`src/rtl/traffic_pkg.sv`:
```
// Shared light and state encodings for the highway / farm-road intersection controller.
package traffic_pkg;

    typedef logic [1:0] state_t;
    typedef logic [1:0] light_t;

    localparam light_t GREEN  = 2'b00;
    localparam light_t YELLOW = 2'b01;
    localparam light_t RED    = 2'b10;

    localparam state_t HG = 2'd0;
    localparam state_t HY = 2'd1;
    localparam state_t FG = 2'd2;
    localparam state_t FY = 2'd3;

endpackage

```
`src/rtl/traffic_light_controller_if.sv`:
```
// Car-sensor input and light-head outputs of the intersection controller.
interface traffic_light_controller_if;
    import traffic_pkg::*;

    logic   C;
    light_t hl;
    light_t fl;
    state_t state;

    modport master (output C, input hl, input fl, input state);
    modport slave  (input C, output hl, output fl, output state);

endinterface

```
`src/rtl/interval_timer.sv`:
```
// Saturating interval counter that flags the long (green) and short (yellow) intervals.
module interval_timer #(
    parameter int unsigned TL_CYCLES = 16,
    parameter int unsigned TS_CYCLES = 4
) (
    input  logic clk,
    input  logic reset,
    input  logic clear,
    output logic tl,
    output logic ts
);

    localparam int unsigned CW = (TL_CYCLES > 2) ? $clog2(TL_CYCLES) : 1;
    localparam logic [CW-1:0] CNT_MAX = CW'(TL_CYCLES - 1);
    localparam logic [CW-1:0] TS_MAX  = CW'(TS_CYCLES - 1);

    logic [CW-1:0] cnt_q;

    always_ff @(posedge clk) begin
        if (reset || clear) begin
            cnt_q <= '0;
        end else if (cnt_q != CNT_MAX) begin
            cnt_q <= cnt_q + 1'b1;
        end
    end

    always_comb begin
        tl = (cnt_q == CNT_MAX);
        ts = (cnt_q >= TS_MAX);
    end

endmodule

```
`src/rtl/traffic_light_controller.sv`:
```
// Moore controller sequencing highway green/yellow and farm green/yellow around the car sensor.
module traffic_light_controller
    import traffic_pkg::*;
#(
    parameter int unsigned TL_CYCLES = 16,
    parameter int unsigned TS_CYCLES = 4
) (
    input logic                        clk,
    input logic                        reset,
    traffic_light_controller_if.slave  bus
);

    state_t state_q;
    state_t state_d;
    logic   tl;
    logic   ts;
    logic   clear;

    interval_timer #(
        .TL_CYCLES (TL_CYCLES),
        .TS_CYCLES (TS_CYCLES)
    ) u_timer (
        .clk   (clk),
        .reset (reset),
        .clear (clear),
        .tl    (tl),
        .ts    (ts)
    );

    always_comb begin
        state_d = state_q;
        unique case (state_q)
            HG: if (tl && bus.C) state_d = HY;
            HY: if (ts) state_d = FG;
            FG: if (!bus.C || tl) state_d = FY;
            FY: if (ts) state_d = HG;
            default: state_d = HG;
        endcase
    end

    // Timer restarts on every state change so each interval is measured from entry.
    assign clear = (state_d != state_q);

    always_ff @(posedge clk) begin
        if (reset) begin
            state_q <= HG;
        end else begin
            state_q <= state_d;
        end
    end

    always_comb begin
        bus.hl = RED;
        bus.fl = RED;
        unique case (state_q)
            HG: bus.hl = GREEN;
            HY: bus.hl = YELLOW;
            FG: bus.fl = GREEN;
            FY: bus.fl = YELLOW;
            default: begin
                bus.hl = RED;
                bus.fl = RED;
            end
        endcase
    end

    assign bus.state = state_q;

endmodule
```
`src/flat_wrapper.sv`:
```
// flat-port wrapper written by rule: the top's interface ports become plain ports
module traffic_light_controller_flat import traffic_pkg::*;
#(
    parameter int unsigned TL_CYCLES = 16,
    parameter int unsigned TS_CYCLES = 4
)
  (clk, reset, bus_C, bus_hl, bus_fl, bus_state);
  traffic_light_controller_if bus_i ();
  input logic clk;
  input logic reset;
  input wire logic [$bits(bus_i.C)-1:0] bus_C;
  output wire logic [$bits(bus_i.hl)-1:0] bus_hl;
  output wire logic [$bits(bus_i.fl)-1:0] bus_fl;
  output wire logic [$bits(bus_i.state)-1:0] bus_state;
  assign bus_i.C = bus_C;
  assign bus_hl = bus_i.hl;
  assign bus_fl = bus_i.fl;
  assign bus_state = bus_i.state;
  traffic_light_controller #(.TL_CYCLES(TL_CYCLES), .TS_CYCLES(TS_CYCLES)) u_core (.clk(clk), .reset(reset), .bus(bus_i));
endmodule
```
`config.mk`:
```
export PLATFORM = sky130hd
export DESIGN_NAME = traffic_light_controller_flat
export DESIGN_NICKNAME = d
export VERILOG_FILES = /design/src/rtl/traffic_pkg.sv /design/src/rtl/traffic_light_controller_if.sv /design/src/rtl/interval_timer.sv /design/src/rtl/traffic_light_controller.sv /design/src/flat_wrapper.sv
export SDC_FILE = /design/constraint.sdc
export NUM_CORES = 1
export LEC_CHECK = 0
export CORE_AREA = 2 2 39 41
export CTS_CLUSTER_SIZE = 16
export DETAILED_ROUTE_END_ITERATION = 8
export DIE_AREA = 0 0 41 43
export GPL_TIMING_DRIVEN = 0
export SLEW_MARGIN = 10
export SYNTH_ARGS = -nofsm -noshare
export SYNTH_HDL_FRONTEND = slang
export SYNTH_SLANG_ARGS = --single-unit
export TNS_END_PERCENT = 1
```
`constraint.sdc`:
```
create_clock -name clk -period 2.93 [get_ports clk]
set_clock_uncertainty 0.05 [all_clocks]
set_input_delay 0.586 -clock clk [delete_from_list [all_inputs] [get_ports clk]]
set_output_delay 0.586 -clock clk [all_outputs]
set_load 0.03 [all_outputs]
```
== Word-level counts from Yosys, hierarchy flattened ==
Cells that the tools add are included.

* Add/subtract/negate cells: 1
* $lt $le $gt $ge: 1
* Eq/ne operators: 6
* Muxes and demuxes: 7
* Reductions and logical operators: 5

{| class="wikitable"
|+ Operators with widths
! operator !! count
|-
| 2-to-1 mux 2 bit || 4
|-
| case mux 2 bit (2 select lines) || 2
|-
| case mux 2 bit (4 select lines) || 1
|-
| adder 4 x 1 -> 4 bit (second input constant) || 1
|-
| == test 2 bit (second input constant) || 2
|-
| == test 4 bit (second input constant) || 1
|-
| >= comparator 4 x 2 -> 1 bit (second input constant) || 1
|-
| != test 4 bit (second input constant) || 1
|-
| == test 2 x 1 -> 1 bit (second input constant) || 1
|-
| zero test 2 bit || 1
|-
| logical OR 1 bit || 2
|-
| != test 2 bit || 1
|-
| logical AND 1 bit || 1
|-
| zero test 1 bit || 1
|}

* Register bits after elaboration: 6
* Input bits: 3
* Output and inout bits: 6
* Word-level logic and storage cells: 22

== Longest topological paths before layout ==
Gate-level depths: netlist (run 1).

* Depth in word-level cells: 6
* Gate-level depth with buffers: 4
* Depth with buffers taken out: 4

== Modules after synthesis ==
From an unflattened synthesis (run 1), not the netlist that was laid out.

* Cell total of the unflattened synthesis: 35
* Area total of the unflattened synthesis: 334.1 um2

{| class="wikitable"
|+ Modules (own cells, without submodules)
! module !! times used !! cells each !! area an instance (um2) !! seq. area each (um2)
|-
| interval_timer || 1 || 20 || 215.2 || 80.1
|-
| traffic_light_controller || 1 || 15 || 118.9 || 40.0
|}

== Worst setup path after synthesis (run 1) ==
OpenSTA, ideal clock, no wires.

* Kind: flip-flop to output port
* Start point: register u_core.state_q[0] (netlist: u_core.bus.state[0])
* End point: output bus_hl[0]
* Arrival: 1.066 ns
* Slack: 1.228 ns
* Cell stages (with the launch flop): 2
* Path buffers: 0
* Cell sequence: dfxtp_1 > nor2b_1

* Longest elaborated chain between the ends: 2
* Elaborated cells on any way between the ends: 3

{| class="wikitable"
|+ RTL lines
! element !! line !! source
|-
| start: declaration || traffic_light_controller.sv:13 || <nowiki>state_t state_q;</nowiki>
|-
| start signal: assignment || traffic_light_controller.sv:48 || <nowiki>state_q <= state_d;</nowiki>
|-
| == test 2 x 1 -> 1 bit / zero test 2 bit (equally long branches) || traffic_light_controller.sv:55 || <nowiki>unique case (state_q)</nowiki>
|-
| case mux 2 bit (2 select lines) * || traffic_light_controller.sv:55 ||
|-
| end: declaration || flat_wrapper.sv:12 || <nowiki>output wire logic [$bits(bus_i.hl)-1:0] bus_hl;</nowiki>
|}

Every way passes the cells marked *; elsewhere a longest branch is shown, timed or not.

== Worst setup path after layout (run 1) ==
Ends and elaborated chain as after synthesis.

==> results of run 1 <==
## how the worst max path moves through the flow
stage,start,to
final,u_core.bus.state[0],bus_hl[0]
after detailed placement,bus_C,u_core.u_timer.cnt_q[3]
after CTS,u_core.bus.state[0],bus_hl[0]
after floorplan,u_core.bus.state[0],bus_hl[0]
after global placement,bus_C,u_core.u_timer.cnt_q[3]
after global routing,u_core.bus.state[0],bus_hl[0]
## critical path, stage by stage, from the launching register on
cell and delay (ns):
dfxtp_1 0.41, nor2b_1 0.15, clkdlybuf4s50_1 0.67
## power by group through the flow
stage                     logic (uW)  registers, uW  clock network [uW]
after floorplan                 9.17           90.6                   0
after global placement          13.7           91.5                   0
after detailed placement        14.3           91.5                   0
after CTS                       14.2           90.2                76.1
after global routing            15.8           90.4                83.8
final                           13.9           90.2                74.5
## flip-flops by register name, indices dropped and copies added, names as in the netlist
signal / count
u_core.bus.state: 2
u_core.u_timer.cnt_q: 4
## final cells by class
cell class,count,share of cell area
Tap cell,16,0.0472
Sequential cell,6,0.283
Buffer,1,0.00885
Inverter,1,0.00885
Timing Repair Buffer,8,0.189
Clock buffer,3,0.0531
Multi-Input combinational cell,25,0.410
## cell usage after synthesis
cell / instances / area share
nor2_1: 5 / 0.062
nand2_1: 1 / 0.012
or4bb_1: 1 / 0.037
mux2i_1: 1 / 0.033
nor3_1: 1 / 0.017
and2_1: 1 / 0.021
a21oi_1: 2 / 0.033
xnor2_1: 2 / 0.058
or4_4: 1 / 0.037
inv_1: 1 / 0.012
and4_1: 1 / 0.029
nor2b_1: 2 / 0.041
o31ai_1: 2 / 0.050
dfxtp_1: 6 / 0.40
a221oi_2: 1 / 0.050
nand3_1: 2 / 0.033
a31oi_1: 1 / 0.021
clkbuf_1: 1 / 0.012
ha_1: 1 / 0.041
## per-stage QoR
stage	hold slack (ns)	area (sq um)
after floorplan	0.467	302
after global placement	0.496	402
after detailed placement	0.512	402
after CTS	0.517	424
after global routing	0.545	424
final	0.504	424
## logic make-up after synthesis
kind of cell    after synthesis  synth area share
compound gates                6             0.154
buf+inv                       2            0.0249
simple gates                 15             0.290
xor+xnor                      2            0.0581
flops                         6             0.398
mux                           1            0.0332
fa+ha+maj                     1            0.0415
## layer usage
metal / share of wire / wire length (microns) / track usage / vias up
met4: 0.014 / 8 / 0.0600 / 0
met2: 0.43 / 235 / 0.0969 / 11
met3: 0.12 / 66 / 0.0785 / 2
met5: 0 / 0 / 0 / -
met1: 0.44 / 241 / 0.0879 / 125
li1: - / - / - / 141
==> results by group, run 1 <==
Worst setup path
  – R2R Path Start: u_core.u_timer.cnt_q[0]
  – Critical path type: flip-flop to output pin
  – R2R depth: 4
  – Crit-path max FO: 7
  – Reg2Reg Setup Slack: 1.20 ns
  – CP startpoint kind: flip-flop
  – Worst endpoint required time: 2.29 ns
  – CP Capture Type: output pin
  – WP data arrival: 1.48 ns
  – Crit Reg-Reg Endpoint: u_core.u_timer.cnt_q[3]

Die
  – DIE WIDTH: 41 microns
  – Core area: 1380 sq um
  – Io pins: 9
  – Die span in y: 43 microns
  – Initial Utilization: 0.218
  – FP Rows: 14
  – Die area: 1760 sq um

Power
  – Clock power share: 0.417
  – Seq pwr share: 0.505
  – Sw power: 38.8 uW
  – Power, Total: 179 uW
  – Switching Fraction: 0.217
  – Gate power share: 0.078
  – Peak VDD IR: 0.299 mV
  – Pwr dens: 421 nW/um^2
  – Int Pwr: 140 uW
  – Pleak: 0.000168 uW

Routing
  – Via Count: 279
  – Vias per cell: 4.65
  – Routed wire length: 552 microns
  – Detail-routed net length per standard cell: 9.20 microns
  – Initial DRT Pass Iterations: 2
  – Initial DRC Count: 2
  – DRC: 0
  – Number of routed nets with antenna violations: 0

Synth
  – Mapped Area: 302 sq um
  – Post-Syn Instances: 33
  – Count of cell types in the netlist: 19
  – Synth warn: 0
  – Syn Nets: 37
  – Syn Area/Cell: 9.14 sq um
  – Register area share after synthesis: 0.398
  – Register bit total from synthesis: 6

Cells and area
  – Fill cells: 159
  – Commonest non-fill, non-tap cell in the layout: clkdlybuf4s50_1
  – Cell Count, Final, Fillers Out: 60
  – Commonest cells after routing, fill and taps aside: 8 x clkdlybuf4s50_1, 6 x dfxtp_1, 5 x nor2_1, 3 x clkbuf_4
  – Final Net Count: 50
  – Storage cell area: 120 sq um
  – Area Growth Syn to Fin: 40.7%
  – Final core utilization: 0.307
  – Fraction of layout cells with a size suffix above 1: 0.114
  – Area of the multi-input gates: 174 sq um
  – Number of diodes: 0

Clocking
  – Sink Count: 6
  – CTS tree: built
  – # H-tree levels: 1
  – Clock Latency Late Sink: 0.25 ns
  – Post-CTS setup buffers: 0
  – Root Buffer: clkbuf_4
  – Reg clk slew, reported paths: 0.04 ns
  – PostCTS Resize Cnt: 0
  – CTS max path bufs: 2
  – Cts hold-fix bufs: 0
  – CTS Buf Count: 3

Status
  – Run status: finished clean

Global route
  – Initial antenna violation count: 0
  – Largest net degree at the start of global routing: 8
  – GRT Overall Usage: 0.0827
  – GR Overflow Total: 0
  – Vias in the first global route: 224
  – First-pass GRT wire length: 897 microns

Place
  – DP Wirelength: 422 microns
  – Gpl congestion: 0.759
  – Inst Count DP: 57
  – Place WS: 0.806 ns
  – Buffers on Ports: 8

Worst hold path
  – WHS Path Cells: 2
  – Worst hold path startpoint: u_core.u_timer.cnt_q[1]
  – Worst Hold Class: flip-flop to flip-flop
  – Hold endpoint: u_core.u_timer.cnt_q[1]

STA
  – Unrepaired setup endpoints after global routing: no
  – Final setup TNS: 0 ns
  – Final setup vio count: 0
  – Final Critical Period: 2.11 ns
  – Max-slew headroom: 0.782
  – Setup WS post-layout: 0.817 ns
  – Final Hold Fails: 0
  – Count of pins over their slew limit: 0
  – Slew @ Worst Pin: 0.324 ns
  – Tcrit/Tclk final: 0.721
  – FMAX: 473 MHz

Job
  – Max-Cap Viols: 0
Note: power is estimated with default switching activity, not from simulation.
==> inputs of run 2 (changes only) <==
==> constraint.sdc (replaced) <==
create_clock -name clk -period 2 [get_ports clk]
set_clock_uncertainty 0.05 [all_clocks]
set_input_delay 0.4 -clock clk [delete_from_list [all_inputs] [get_ports clk]]
set_output_delay 0.4 -clock clk [all_outputs]
set_load 0.03 [all_outputs]
==> run 2 against run 1 <==
Net effect: sequential share of layout area down 0.17 points; non-clock buffer count did not move; final cell count unchanged; combinational power increased by 47%; critical path depth unchanged; first-iteration DRC count is the same; clock-buffer cell count unchanged; power up 46%; sequential cell count is the same; largest cell class unchanged; highest routed layer unchanged.
==> results by group, run 2 (synthesis results as in run 1) <==
Status
  – Run status: finished clean

Power
  – Peak VDD IR: 0.437 mV (+46%)
  – Switching Fraction: 0.217 (about the same)
  – Gate power share: 0.078 (about the same)
  – Pwr dens: 613 nW/um^2 (+46%)
  – Seq pwr share: 0.505 (about the same)
  – Int Pwr: 205 uW (+46%)
  – Clock power share: 0.417 (about the same)
  – Sw power: 56.9 uW (+46%)
  – Pleak: 0.000187 uW (+11%)

Cells and area
  – Max reg flops: 4 (unchanged)
  – Cell Count, Final, Fillers Out: 60 (unchanged)
  – Final Net Count: 50 (unchanged)
  – Commonest cells after routing, fill and taps aside: 7 x clkdlybuf4s50_1, 6 x dfxtp_1, 5 x nor2_1, 3 x clkbuf_4
  – Top reg by flops: u_core.u_timer.cnt_q
  – Area Growth Syn to Fin: 41.5%
  – Commonest non-fill, non-tap cell in the layout: clkdlybuf4s50_1
  – Number of diodes: 0 (unchanged)
  – Fraction of layout cells with a size suffix above 1: 0.114 (unchanged)

STA
  – Final Critical Period: 1.91 ns
  – Final setup TNS: 0 ns (unchanged)
  – Final Hold Fails: 0 (unchanged)
  – Tcrit/Tclk final: 0.957
  – Final setup vio count: 0 (unchanged)
  – Slew @ Worst Pin: 0.324 ns (unchanged)
  – Max-slew headroom: 0.782 (unchanged)
  – FMAX: 523 MHz
  – Count of pins over their slew limit: 0 (unchanged)
  – Unrepaired setup endpoints after global routing: no
  – Fin Hold WS: 0.504 ns (unchanged)

Clocking
  – Root Buffer: clkbuf_4
  – # H-tree levels: 1 (unchanged)
  – CTS tree: built
  – Cts hold-fix bufs: 0 (unchanged)
  – CTS Buf Count: 3 (unchanged)
  – Clock Latency Late Sink: 0.25 ns (about the same)
  – Sink Count: 6 (unchanged)
  – CTS max path bufs: 2 (unchanged)
  – Reg clk slew, reported paths: 0.04 ns (about the same)

Die
  – FP Rows: 14 (unchanged)
  – Initial Utilization: 0.218 (unchanged)
  – Die span in y: 43 microns (unchanged)
  – Io pins: 9 (unchanged)
  – Core area: 1380 sq um (unchanged)
  – Die area: 1760 sq um (unchanged)
  – DIE WIDTH: 41 microns (unchanged)

Place
  – Gpl congestion: 0.759 (unchanged)
  – Buffers on Ports: 8 (unchanged)
  – DP Wirelength: 422 microns (unchanged)
  – Inst Count DP: 57 (unchanged)

Routing
  – Number of routed nets with antenna violations: 0 (unchanged)
  – Via Count: 279 (unchanged)
  – Initial DRT Pass Iterations: 2 (unchanged)
  – Initial DRC Count: 2 (unchanged)
  – Vias per cell: 4.65 (unchanged)
  – Detail-routed net length per standard cell: 9.23 microns (+0.36%)
  – DRC: 0 (unchanged)
  – Routed wire length: 554 microns (+0.36%)

Global route
  – First-pass GRT wire length: 897 microns (unchanged)
  – Vias in the first global route: 224 (unchanged)
  – Initial antenna violation count: 0 (unchanged)
  – GR Overflow Total: 0 (unchanged)
  – GRT Overall Usage: 0.0827 (unchanged)
  – Largest net degree at the start of global routing: 8 (unchanged)

Worst hold path
  – Worst Hold Class: flip-flop to flip-flop

Worst setup path
  – WP data arrival: 1.46 ns (-0.02 ns)
  – Critical path type: flip-flop to output pin
  – Worst endpoint required time: 1.55 ns (-0.74 ns)
  – CP startpoint kind: flip-flop
  – Crit-path max FO: 7 (unchanged)
  – CP Capture Type: output pin

Job
  – Max-Cap Viols: 0 (unchanged)
==> run 2: cell count changes in the layout (fill, tap and decap cells not counted), sizes merged <==
cell           delta
clkdlybuf4s50     -1
dlymetal6s2s      +1
==> run 2: what timing repair did <==
item,CTS,global route
endpoints found under the setup margin,0,1
buffers inserted,0,0
gates resized for setup,0,1
==> run 2: metrics by stage <==
| stage | worst slack, ns | util | instance area, sq um | power (uW) |
|---|---|---|---|---|
| floorplan | 0.363 | - | 302 | 146 |
| global placement | 0.0650 | 0.290 | 402 | 154 |
| detailed placement | 0.0621 | 0.290 | 402 | 155 |
| CTS | 0.0649 | 0.307 | 424 | 264 |
| global route | 0.0339 | 0.308 | 427 | 278 |
| finish | 0.0863 | 0.308 | 427 | 262 |
==> run 2: area by class of cell <==
type	count	area (sq um)
fill	158	957
multi-input combinational	25	174
sequential	6	120
timing repair buffer	8	82.6
clock buffer	3	22.5
tap	16	20.0
buffer	1	3.75
inverter	1	3.75
==> run 2: metal layers <==
metal	GRT usage	routed length (microns)	share of wire
met1	0.0879	241	0.44
met2	0.0969	236	0.43
met4	0.0600	8	0.014
met5	0	0	0
met3	0.0785	68	0.12
==> run 2: final timing paths <==
kind | from | endpoint | slack (ns) | depth (start not counted)
setup / recovery | u_core.bus.state[0] | bus_fl[0] | 0.09 | 2
setup reg to reg | u_core.u_timer.cnt_q[0] | u_core.u_timer.cnt_q[3] | 0.27 | 4
hold reg to reg | u_core.u_timer.cnt_q[1] | u_core.u_timer.cnt_q[1] | 0.50 | 2
hold / removal | u_core.u_timer.cnt_q[1] | u_core.u_timer.cnt_q[1] | 0.50 | 2
==> run 2: critical path, cell delays in order, from the launching register on <==
cell and delay, ns:
dfxtp_1 0.41, and2_1 0.15, clkdlybuf4s50_1 0.66
==> run 2: power groups by stage <==
stage | registers (uW) | logic (uW) | clock network, uW
global placement | 134 | 20.1 | 0
global route | 132 | 23.2 | 123
finish | 132 | 20.4 | 109
floorplan | 133 | 13.4 | 0
CTS | 132 | 20.8 | 111
detailed placement | 134 | 20.9 | 0
